[src/rtl/i2s_tx_stereo_if.sv]
// rtl/i2s_tx_stereo_if.sv - sample-pair valid/ready handshake into i2s_tx_stereo
interface i2s_tx_stereo_if #(
    parameter int DATA_WIDTH = 16
);
    logic                  s_valid;
    logic                  s_ready;
    logic [DATA_WIDTH-1:0] s_left;
    logic [DATA_WIDTH-1:0] s_right;

    modport master (output s_valid, s_left, s_right, input s_ready);
    modport slave  (input s_valid, s_left, s_right, output s_ready);
endinterface

[src/rtl/i2s_tx_stereo.sv]
// rtl/i2s_tx_stereo.sv - stereo I2S transmitter with sample-pair FIFO
// Define I2S_TX_LEFT_JUSTIFIED_EN for left-justified framing instead of I2S.
module i2s_tx_stereo #(
    parameter int CLK_FREQ    = 44000000,
    parameter int SAMPLE_RATE = 34375,
    parameter int DATA_WIDTH  = 16,
    parameter int SLOT_WIDTH  = 16,
    parameter int FIFO_DEPTH  = 4
) (
    input  logic                          clk,
    input  logic                          rst_n,
    input  logic                          en,
    i2s_tx_stereo_if.slave                s,
    output logic                          b_clk,
    output logic                          lr_clk,
    output logic                          i2s_out,
    output logic                          underrun,
    output logic [$clog2(FIFO_DEPTH):0]   fifo_level
);
    localparam int BCLK_DIV = CLK_FREQ / (2 * SAMPLE_RATE * 2 * SLOT_WIDTH);
    localparam int FW  = 2 * SLOT_WIDTH;
    localparam int BW  = $clog2(FW);
    localparam int CW  = (BCLK_DIV > 1) ? $clog2(BCLK_DIV) : 1;
    localparam int PW  = (FIFO_DEPTH > 1) ? $clog2(FIFO_DEPTH) : 1;
    localparam int LW  = $clog2(FIFO_DEPTH) + 1;
    localparam int PAD = SLOT_WIDTH - DATA_WIDTH;

    localparam logic [BW-1:0] B_LAST   = BW'(FW - 1);
    localparam logic [BW-1:0] B_SLOT   = BW'(SLOT_WIDTH);
    localparam logic [BW-1:0] B_LR_LO  = BW'(SLOT_WIDTH - 1);
    localparam logic [BW-1:0] B_LR_HI  = BW'(FW - 2);
    localparam logic [CW-1:0] DIV_LAST = CW'(BCLK_DIV - 1);

    if (BCLK_DIV < 1) begin : g_bad_div
        $error("i2s_tx_stereo: BCLK_DIV must be at least 1");
    end
    if (SLOT_WIDTH < DATA_WIDTH) begin : g_bad_slot
        $error("i2s_tx_stereo: SLOT_WIDTH must be >= DATA_WIDTH");
    end

    typedef enum logic [1:0] {IDLE, LOAD, SHIFT} state_t;
    state_t state, state_d;

    logic [DATA_WIDTH-1:0] mem_l [FIFO_DEPTH];
    logic [DATA_WIDTH-1:0] mem_r [FIFO_DEPTH];
    logic [PW-1:0]         wr_ptr, rd_ptr;
    logic                  full, empty, push, pop;

    logic [CW-1:0]         div_cnt;
    logic [BW-1:0]         bit_idx;
    logic                  primed;
    logic [FW-1:0]         frame_sr, next_frame;
    logic [SLOT_WIDTH-1:0] slot_l, slot_r;
    logic                  div_last, fall_tick, load_frame;

    function automatic logic lr_at(input logic [BW-1:0] b);
`ifdef I2S_TX_LEFT_JUSTIFIED_EN
        return b < B_SLOT;
`else
        return (b >= B_LR_LO) && (b <= B_LR_HI);
`endif
    endfunction

    assign full      = (fifo_level == LW'(FIFO_DEPTH));
    assign empty     = (fifo_level == '0);
    assign s.s_ready = ~full;
    assign push      = s.s_valid && !full;
    assign pop       = load_frame && !empty;

    // An empty FIFO at load yields a silent frame; same-cycle pushes never bypass.
    assign slot_l     = SLOT_WIDTH'(mem_l[rd_ptr]) << PAD;
    assign slot_r     = SLOT_WIDTH'(mem_r[rd_ptr]) << PAD;
    assign next_frame = empty ? '0 : {slot_l, slot_r};

    assign div_last  = (div_cnt == DIV_LAST);
    assign fall_tick = (state == SHIFT) && b_clk && div_last;

    always_ff @(posedge clk or negedge rst_n) begin
        if (!rst_n) state <= IDLE;
        else        state <= state_d;
    end

    always_comb begin
        state_d    = state;
        load_frame = 1'b0;
        case (state)
            IDLE:  if (en) state_d = LOAD;
            LOAD: begin
                load_frame = 1'b1;
                state_d    = SHIFT;
            end
            SHIFT: begin
                // Last bit has been on the wire a full bit clock: chain or stop.
                if (fall_tick && primed && bit_idx == B_LAST) begin
                    if (en) load_frame = 1'b1;
                    else    state_d    = IDLE;
                end
            end
            default: state_d = IDLE;
        endcase
    end

    always_ff @(posedge clk) begin
        if (push) begin
            mem_l[wr_ptr] <= s.s_left;
            mem_r[wr_ptr] <= s.s_right;
        end
    end

    always_ff @(posedge clk or negedge rst_n) begin
        if (!rst_n) begin
            wr_ptr     <= '0;
            rd_ptr     <= '0;
            fifo_level <= '0;
        end else begin
            if (push) wr_ptr <= wr_ptr + 1'b1;
            if (pop)  rd_ptr <= rd_ptr + 1'b1;
            case ({push, pop})
                2'b10:   fifo_level <= fifo_level + 1'b1;
                2'b01:   fifo_level <= fifo_level - 1'b1;
                default: fifo_level <= fifo_level;
            endcase
        end
    end

    always_ff @(posedge clk or negedge rst_n) begin
        if (!rst_n) begin
            div_cnt  <= '0;
            b_clk    <= 1'b0;
            lr_clk   <= 1'b1;
            i2s_out  <= 1'b0;
            underrun <= 1'b0;
            bit_idx  <= '0;
            primed   <= 1'b0;
            frame_sr <= '0;
        end else begin
            underrun <= load_frame && empty;
            if (state == SHIFT) begin
                div_cnt <= div_last ? '0 : div_cnt + 1'b1;
                if (div_last) b_clk <= ~b_clk;
            end else begin
                div_cnt <= '0;
                b_clk   <= 1'b0;
            end

            if (state == LOAD) begin
                frame_sr <= next_frame;
                bit_idx  <= '0;
                primed   <= 1'b0;
            end else if (state == IDLE) begin
                lr_clk  <= 1'b1;
                i2s_out <= 1'b0;
            end else if (fall_tick) begin
                if (state_d == IDLE) begin
                    lr_clk  <= 1'b1;
                    i2s_out <= 1'b0;
                end else if (!primed) begin
                    i2s_out  <= frame_sr[FW-1];
                    frame_sr <= frame_sr << 1;
                    lr_clk   <= lr_at('0);
                    primed   <= 1'b1;
                end else if (bit_idx == B_LAST) begin
                    i2s_out  <= next_frame[FW-1];
                    frame_sr <= next_frame << 1;
                    lr_clk   <= lr_at('0);
                    bit_idx  <= '0;
                end else begin
                    i2s_out  <= frame_sr[FW-1];
                    frame_sr <= frame_sr << 1;
                    lr_clk   <= lr_at(bit_idx + 1'b1);
                    bit_idx  <= bit_idx + 1'b1;
                end
            end
        end
    end
endmodule
[src/flat_wrapper.sv]
// flat-port wrapper written by rule: the top's interface ports become plain ports
module i2s_tx_stereo_flat 
#(
    parameter int CLK_FREQ    = 44000000,
    parameter int SAMPLE_RATE = 34375,
    parameter int DATA_WIDTH  = 16,
    parameter int SLOT_WIDTH  = 16,
    parameter int FIFO_DEPTH  = 4
)
  (clk, rst_n, en, b_clk, lr_clk, i2s_out, underrun, fifo_level, s_s_valid, s_s_left, s_s_right, s_s_ready);
  i2s_tx_stereo_if #(.DATA_WIDTH(DATA_WIDTH)) s_i ();
  input  logic clk;
  input  logic rst_n;
  input  logic en;
  output logic b_clk;
  output logic lr_clk;
  output logic i2s_out;
  output logic underrun;
  output logic [$clog2(FIFO_DEPTH):0] fifo_level;
  input wire logic [$bits(s_i.s_valid)-1:0] s_s_valid;
  input wire logic [$bits(s_i.s_left)-1:0] s_s_left;
  input wire logic [$bits(s_i.s_right)-1:0] s_s_right;
  output wire logic [$bits(s_i.s_ready)-1:0] s_s_ready;
  assign s_i.s_valid = s_s_valid;
  assign s_i.s_left = s_s_left;
  assign s_i.s_right = s_s_right;
  assign s_s_ready = s_i.s_ready;
  i2s_tx_stereo #(.CLK_FREQ(CLK_FREQ), .SAMPLE_RATE(SAMPLE_RATE), .DATA_WIDTH(DATA_WIDTH), .SLOT_WIDTH(SLOT_WIDTH), .FIFO_DEPTH(FIFO_DEPTH)) u_core (.clk(clk), .rst_n(rst_n), .en(en), .s(s_i), .b_clk(b_clk), .lr_clk(lr_clk), .i2s_out(i2s_out), .underrun(underrun), .fifo_level(fifo_level));
endmodule
[config.mk]
export PLATFORM = sky130hd
export DESIGN_NAME = i2s_tx_stereo_flat
export DESIGN_NICKNAME = d
export VERILOG_FILES = /design/src/rtl/i2s_tx_stereo_if.sv /design/src/rtl/i2s_tx_stereo.sv /design/src/flat_wrapper.sv
export SDC_FILE = /design/constraint.sdc
export NUM_CORES = 1
export LEC_CHECK = 0
export BUFFER_PORTS_ARGS = -buffer_cell sky130_fd_sc_hd__buf_2
export CORE_MARGIN = 10
export CORE_UTILIZATION = 60
export DETAILED_ROUTE_END_ITERATION = 6
export PLACE_DENSITY_LB_ADDON = 0.08
export SLEW_MARGIN = 5
export SYNTH_ARGS = -nofsm -noshare
export SYNTH_HDL_FRONTEND = slang
export SYNTH_SLANG_ARGS = --single-unit
[constraint.sdc]
create_clock -name clk -period 3.89 [get_ports clk]
set_clock_uncertainty 0.2 [all_clocks]
set_input_delay 0.1945 -clock clk [delete_from_list [all_inputs] [get_ports clk]]
set_output_delay 0.1945 -clock clk [all_outputs]
set_load 0.02 [all_outputs]
-- After elaboration in Yosys (flattened, before gate mapping)
Memories as Yosys holds them, arrays and structs flattened.
Index checks and enable logic that the tools add are counted.
- add/subtract/negate cells: 6
- magnitude comparators: 2
- equal/unequal tests: 10
- muxes and demuxes: 41
- bitwise operators: 3
- reduce and logical (&&, ||, !) cells: 20
- operators by type and width (kind ; number):
    32-bit two-way mux ; 7
    5-bit two-way mux ; 8
    1-bit two-way mux ; 20
    5-bit by 1-bit adder with 5-bit output (second input constant) ; 2
    5-bit == test (second input constant) ; 2
    1-bit logical AND ; 8
    2-bit nonzero test ; 4
    2-bit two-way mux ; 3
    2-bit by 1-bit inequality test with 1-bit output (second input constant) ; 3
    2-bit one-hot mux with 3 select lines ; 1
    3-bit one-hot mux with 2 select lines ; 1
    5-bit by 4-bit greater-or-equal comparator with 1-bit output (second input constant) ; 1
    5-bit less-or-equal comparator (second input constant) ; 1
    2-bit by 1-bit adder with 2-bit output (second input constant) ; 2
    2-bit by 1-bit == test with 1-bit output (second input constant) ; 2
    2-bit == test (second input constant) ; 2
    2-bit zero test ; 2
    4-bit AND reduction ; 1
    3-bit by 1-bit adder with 3-bit output (second input constant) ; 1
    3-bit == test (second input constant) ; 1
    3-bit zero test ; 1
    1-bit inverter ; 3
    3-bit AND reduction ; 1
    3-bit by 1-bit subtractor with 3-bit output (second input constant) ; 1
    3 further kinds ; 4
- register bits after elaboration: 56
- memory bits (writable): 128
- input port bits: 36
- output and inout port bits: 8
- word-level logic and storage cells: 96
- memories: 2
- memory list (name ; words ; bits a word ; read ports ; clocked after memory_dff ; write ports ; RTL line ; RTL):
    u_core.mem_l ; 4 ; 16 ; 1 ; 0 ; 1 ; i2s_tx_stereo.sv:44 ; logic [DATA_WIDTH-1:0] mem_l [FIFO_DEPTH];
    u_core.mem_r ; 4 ; 16 ; 1 ; 0 ; 1 ; i2s_tx_stereo.sv:45 ; logic [DATA_WIDTH-1:0] mem_r [FIFO_DEPTH];

-- Depth between registers and ports, before layout
- word-level depth: 12
- depth in mapped cells: 13
- depth with buffers taken out: 12

-- Least setup slack after synthesis
Ideal clock, no wire load.
- path kind: register to register
- from: reg u_core.bit_idx[0]
- to: reg u_core.fifo_level[2]
- library setup time: 0.080 ns
- data arrival time: 2.634 ns
- required time: 3.610 ns
- path slack: 0.977 ns
- cell stages (with the launch flop): 14
- path buffers: 1
- period minus slack after synthesis: 2.913 ns
- cells stage by stage: dfrtp_1 -> ha_1 -> and3_1 -> ha_1 -> buf_2 -> and4_1 -> a31oi_1 -> and3b_1 -> ha_1 -> inv_1 -> fa_1 -> xor2_1 -> nor2_1 -> xor2_1
- word-level cells in the longest chain between the ends: 7
- elaborated cells between the ends (all ways): 9
- those cells by class: eq/ne (3); mux (3); reduce/logical (3)
- ends and longest elaborated chain (element ; RTL line ; RTL):
    start: declaration ; i2s_tx_stereo.sv:50 ; logic [BW-1:0] bit_idx;
    start signal: assignment ; i2s_tx_stereo.sv:171 ; bit_idx <= bit_idx + 1'b1;
    5-bit == test (*) ; i2s_tx_stereo.sv:94 ; if (fall_tick && primed && bit_idx == B_LAST) begin
    1-bit logical AND (*) ; i2s_tx_stereo.sv:94 ;
    1-bit two-way mux (*) ; i2s_tx_stereo.sv:94 ;
    1-bit one-hot mux with 2 select lines (*) ; i2s_tx_stereo.sv:86 ; case (state)
    1-bit logical AND (*) ; i2s_tx_stereo.sv:68 ; assign pop = load_frame && !empty;
    via u_core.pop ; i2s_tx_stereo.sv:47 ; logic full, empty, push, pop;
    2-bit by 1-bit == test with 1-bit output or 2-bit == test (tied branches) ; i2s_tx_stereo.sv:118 ; case ({push, pop})
    3-bit one-hot mux with 2 select lines or 2-bit nonzero test (tied branches) ; - ;
    end signal: assignment ; i2s_tx_stereo.sv:119 ; 2'b10: fifo_level <= fifo_level + 1'b1;
    end signal: assignment ; i2s_tx_stereo.sv:120 ; 2'b01: fifo_level <= fifo_level - 1'b1;
    end signal: assignment ; i2s_tx_stereo.sv:121 ; default: fifo_level <= fifo_level;
    end: declaration ; i2s_tx_stereo.sv:18 ; output logic [$clog2(FIFO_DEPTH):0] fifo_level
The timed path passes the listed nets; every way through them passes the cells marked *.
A chain may end at the register's enable or synchronous reset.

-- Worst setup path after layout
Same ends and word-level chain as after synthesis.

==> impl_results.md <==
* Status: complete, no violations
* Share of the clock period used by the worst path after layout at 0.828
* Clock transition at the registers of the reported paths at 0.07 ns
* Synth warn at 0
* Transition at the pin with the smallest max-transition slack at 0.751 ns
* Detail Route Antenna Nets at 0
* Share of the synthesized area in the top cell type at 0.487
* DRC Markers at 0
* Minimum setup slack in the final design at 0.668 ns
* Iteration-0 DRC count of the detailed router at 516
* Hold buffer count at cts at 35
* Most frequent standard cell in the layout excluding fill and tap cells: edfxtp_1
* Worst-case headroom to the max-slew limit at 0.499
* Critical Path Source: u_core.bit_idx[0]
* Final count of pins violating max slew at 0
* Root buffer selected by CTS: clkbuf_16
* Most instantiated flip-flop cell in the synthesis netlist: edfxtp_1
* Antenna violations before repair at 0
* Utilization after layout at 0.716
* Clk_lat worst skew at 0.42 ns
* H-tree level count at 4
* Global-route wire length before repair at 25.5 mm
* Top Metal Used: met4
* Maximum clock rate at 310 MHz
* First-pass DRT Iterations at 5
* Number of synthesized register bits at 184
* Worst-path maximum fanout at 9
* Path type of the worst min-delay path: in2async
* Worst EP required at 4.03 ns
* Total negative slack at 0 ns
* Worst-case vdd ir drop at 0.000433 V
* Post-synthesis cell count at 541
* Leading cell types in the layout, fill and taps excluded: 128 x edfxtp_1, 64 x a21oi_1, 54 x dfrtp_1
* TritonCTS buffer count at 17
* CTS-repair resized insts at 0
* Type of the worst setup path: reg2reg
* Total of max-cap violations at 0
* Final hold slack at 0.249 ns
* Diodes inserted at 0
* Total global-route track usage at 0.180
* Final routed wire length divided by cell count at 19.6 µm
* Yosys top cell by area: edfxtp_1
* RePlAce Congestion at 0.839
* Leakage power at 3.50 nW
* CP peak stage delay at 0.49 ns
* Pin count of the biggest net entering global routing at 67
* Via-per-instance ratio at 5.91
* Critical path endpoint category: register
* Distinct cells, synth at 54
* Die extent in x at 135 µm
* Placeable core region at 0.0128 mm²
* Buffer levels on the longest clock path at 2
* Critical Path AT at 3.36 ns
* Number of buffers added for setup after CTS at 0
* Worst slack, placed at 0.704 ns
* Share of async-settable or async-resettable flops after synthesis at 0.304
* CTS tree: done
* Number of synthesized flops with an enable pin at 128
* Fin crit period at 3.22 ns
* Post-detail-place hpwl at 9.03 mm
* Largest cells by area after synthesis: edfxtp_1 49%, dfrtp_1 17%, mux4_2 9.1%, a21oi_1 4.1%, a22o_1 3.2%
* Total gr overflow at 0
* Setup repair after global routing missed its margin: false
* Area delta synth->final at 15.8%
* Sequential-to-total area share from yosys stat at 0.664
* Power Dens Cells at 512 mW/mm²
* Average cell area after synthesis at 14.6 µm²
* Number of clock sinks at 184
* Starting density of the core at 0.618
* Routed WL at 15.6 mm
* Fraction of final layout cells with drive strength greater than 1 at 0.190
* Die span in y at 135 µm
* List of cells traversed by the critical path: ha_1 > and3_1 > ha_1 > and4_1 > a31oi_1 > and3b_1 > ha_1 > inv_1 > fa_1 > xor2_1 > nor2_1 > xor2_1
* Number of global-route vias before repair at 4,841
* Quantity of I/O buffers inserted on ports at 43
* Final setup violating endpoints at 0
* Standard-cell row count at 41
* Worst reg2reg path startpoint: u_core.bit_idx[0]
* Net count after synthesis at 592
* Met1 wire length at 6.76 mm
* Die area at 0.0182 mm²
* Cell with the most instances on the worst path: ha_1
* Highest-delay cell along the critical path: dfrtp_1
* Routed wire length on met3 at 705 µm
* Via count at 4,722
* Final nets at 665
* Detailed-routed wire length on met2 at 7.91 mm
* Count of final hold-check violations at 0
* Netlist area before placement at 0.00790 mm²
* Total I/O pin count at 44
* Critical path startpoint category: register
-- worst paths after layout --
check	end	slack, ns	cells after the start
max in group asynchronous	u_core.rd_ptr[0]	2.69	3
min in group clk	u_core.div_cnt[0]	0.27	1
setup / recovery	u_core.fifo_level[2]	0.67	12
hold / removal	u_core.frame_sr[17]	0.25	3
setup reg to reg	u_core.fifo_level[2]	0.67	12
hold reg to reg	u_core.div_cnt[0]	0.27	1
-- power breakdown --
group | total [mW] | internal (mW) | switching [mW]
Sequential | 2.50 | 2.42 | 0.0753
Clock | 1.53 | 0.815 | 0.713
Combinational | 0.656 | 0.205 | 0.451
-- critical path: cells and delay by family (launching register included) --
kind                       cells  cell delay [ns]
adders and majority gates      4             1.17
and+or+nand+nor                4             0.83
DFF                            1             0.49
xor gates and xnor gates       2             0.30
AOI/OAI and AO/OA              1             0.09
buffers and inverters          1             0.06
-- layout make-up --
type | instances | area [µm²]
clock buffer | 17 | 425
clock inverter | 15 | 101
fill | 846 | 3630
inverter | 15 | 56.3
multi-input combinational | 307 | 2440
sequential | 184 | 5250
tap | 172 | 215
timing repair buffer | 89 | 661
-- cell usage after synthesis (2+ instances only) --
library cell and instances:
a21oi_1 64, inv_1 15, edfxtp_1 128, a22o_1 29, o21ai_0 45, nand3_1 4, nor2_1 11, and3b_1 2
o31ai_1 2, and2_1 3, mux4_2 32, buf_2 9, nand2_1 47, dfrtp_1 55, nor3b_1 2, mux2i_1 2
nor2b_1 2, and3_1 6, o22ai_1 3, ha_1 14, xor2_1 3, buf_4 3, clkbuf_1 21, nor3_1 3
nand2b_1 2, xnor2_1 6
-- flip-flops by register name (all words and copies together) (netlist names) --
| name | cells |
|---|---|
| u_core.mem_l | 64 |
| u_core.mem_r | 64 |
| u_core.frame_sr | 32 |
| u_core.bit_idx | 5 |
| u_core.div_cnt | 5 |
| u_core.fifo_level | 3 |
| u_core.rd_ptr | 2 |
| u_core.state | 2 |
| u_core.wr_ptr | 2 |
| u_core.b_clk | 1 |
| u_core.i2s_out | 1 |
| u_core.lr_clk | 1 |
| u_core.primed | 1 |
| u_core.underrun | 1 |
-- logic make-up after synthesis --
| family | Yosys count | synth area share |
|---|---|---|
| AOI/OAI and AO/OA | 159 | 0.124 |
| xor gates and xnor gates | 9 | 0.00998 |
| adders and majority gates | 15 | 0.0247 |
| buffers and inverters | 50 | 0.0276 |
| DFF | 184 | 0.664 |
| muxes | 34 | 0.0938 |
| and+or+nand+nor | 90 | 0.0556 |
-- metrics by stage --
stage | power, mW | cells | cell area [µm²]
6_report | 4.68 | 799 | 9150
5_1_grt | 4.90 | 799 | 9150
4_1_cts | 4.73 | 799 | 9150
3_5_place_dp | 3.18 | 732 | 8270
3_3_place_gp | 3.14 | 732 | 8270
2_1_floorplan | 2.90 | 541 | 7900
-- per-layer routing --
layer	up-vias	global-route usage
met1	2372	0.226
met3	17	0.0478
li1	2220	-
met4	0	0.0568
met5	-	0
met2	113	0.299
No activity file was read; power rests on OpenSTA's default activity.
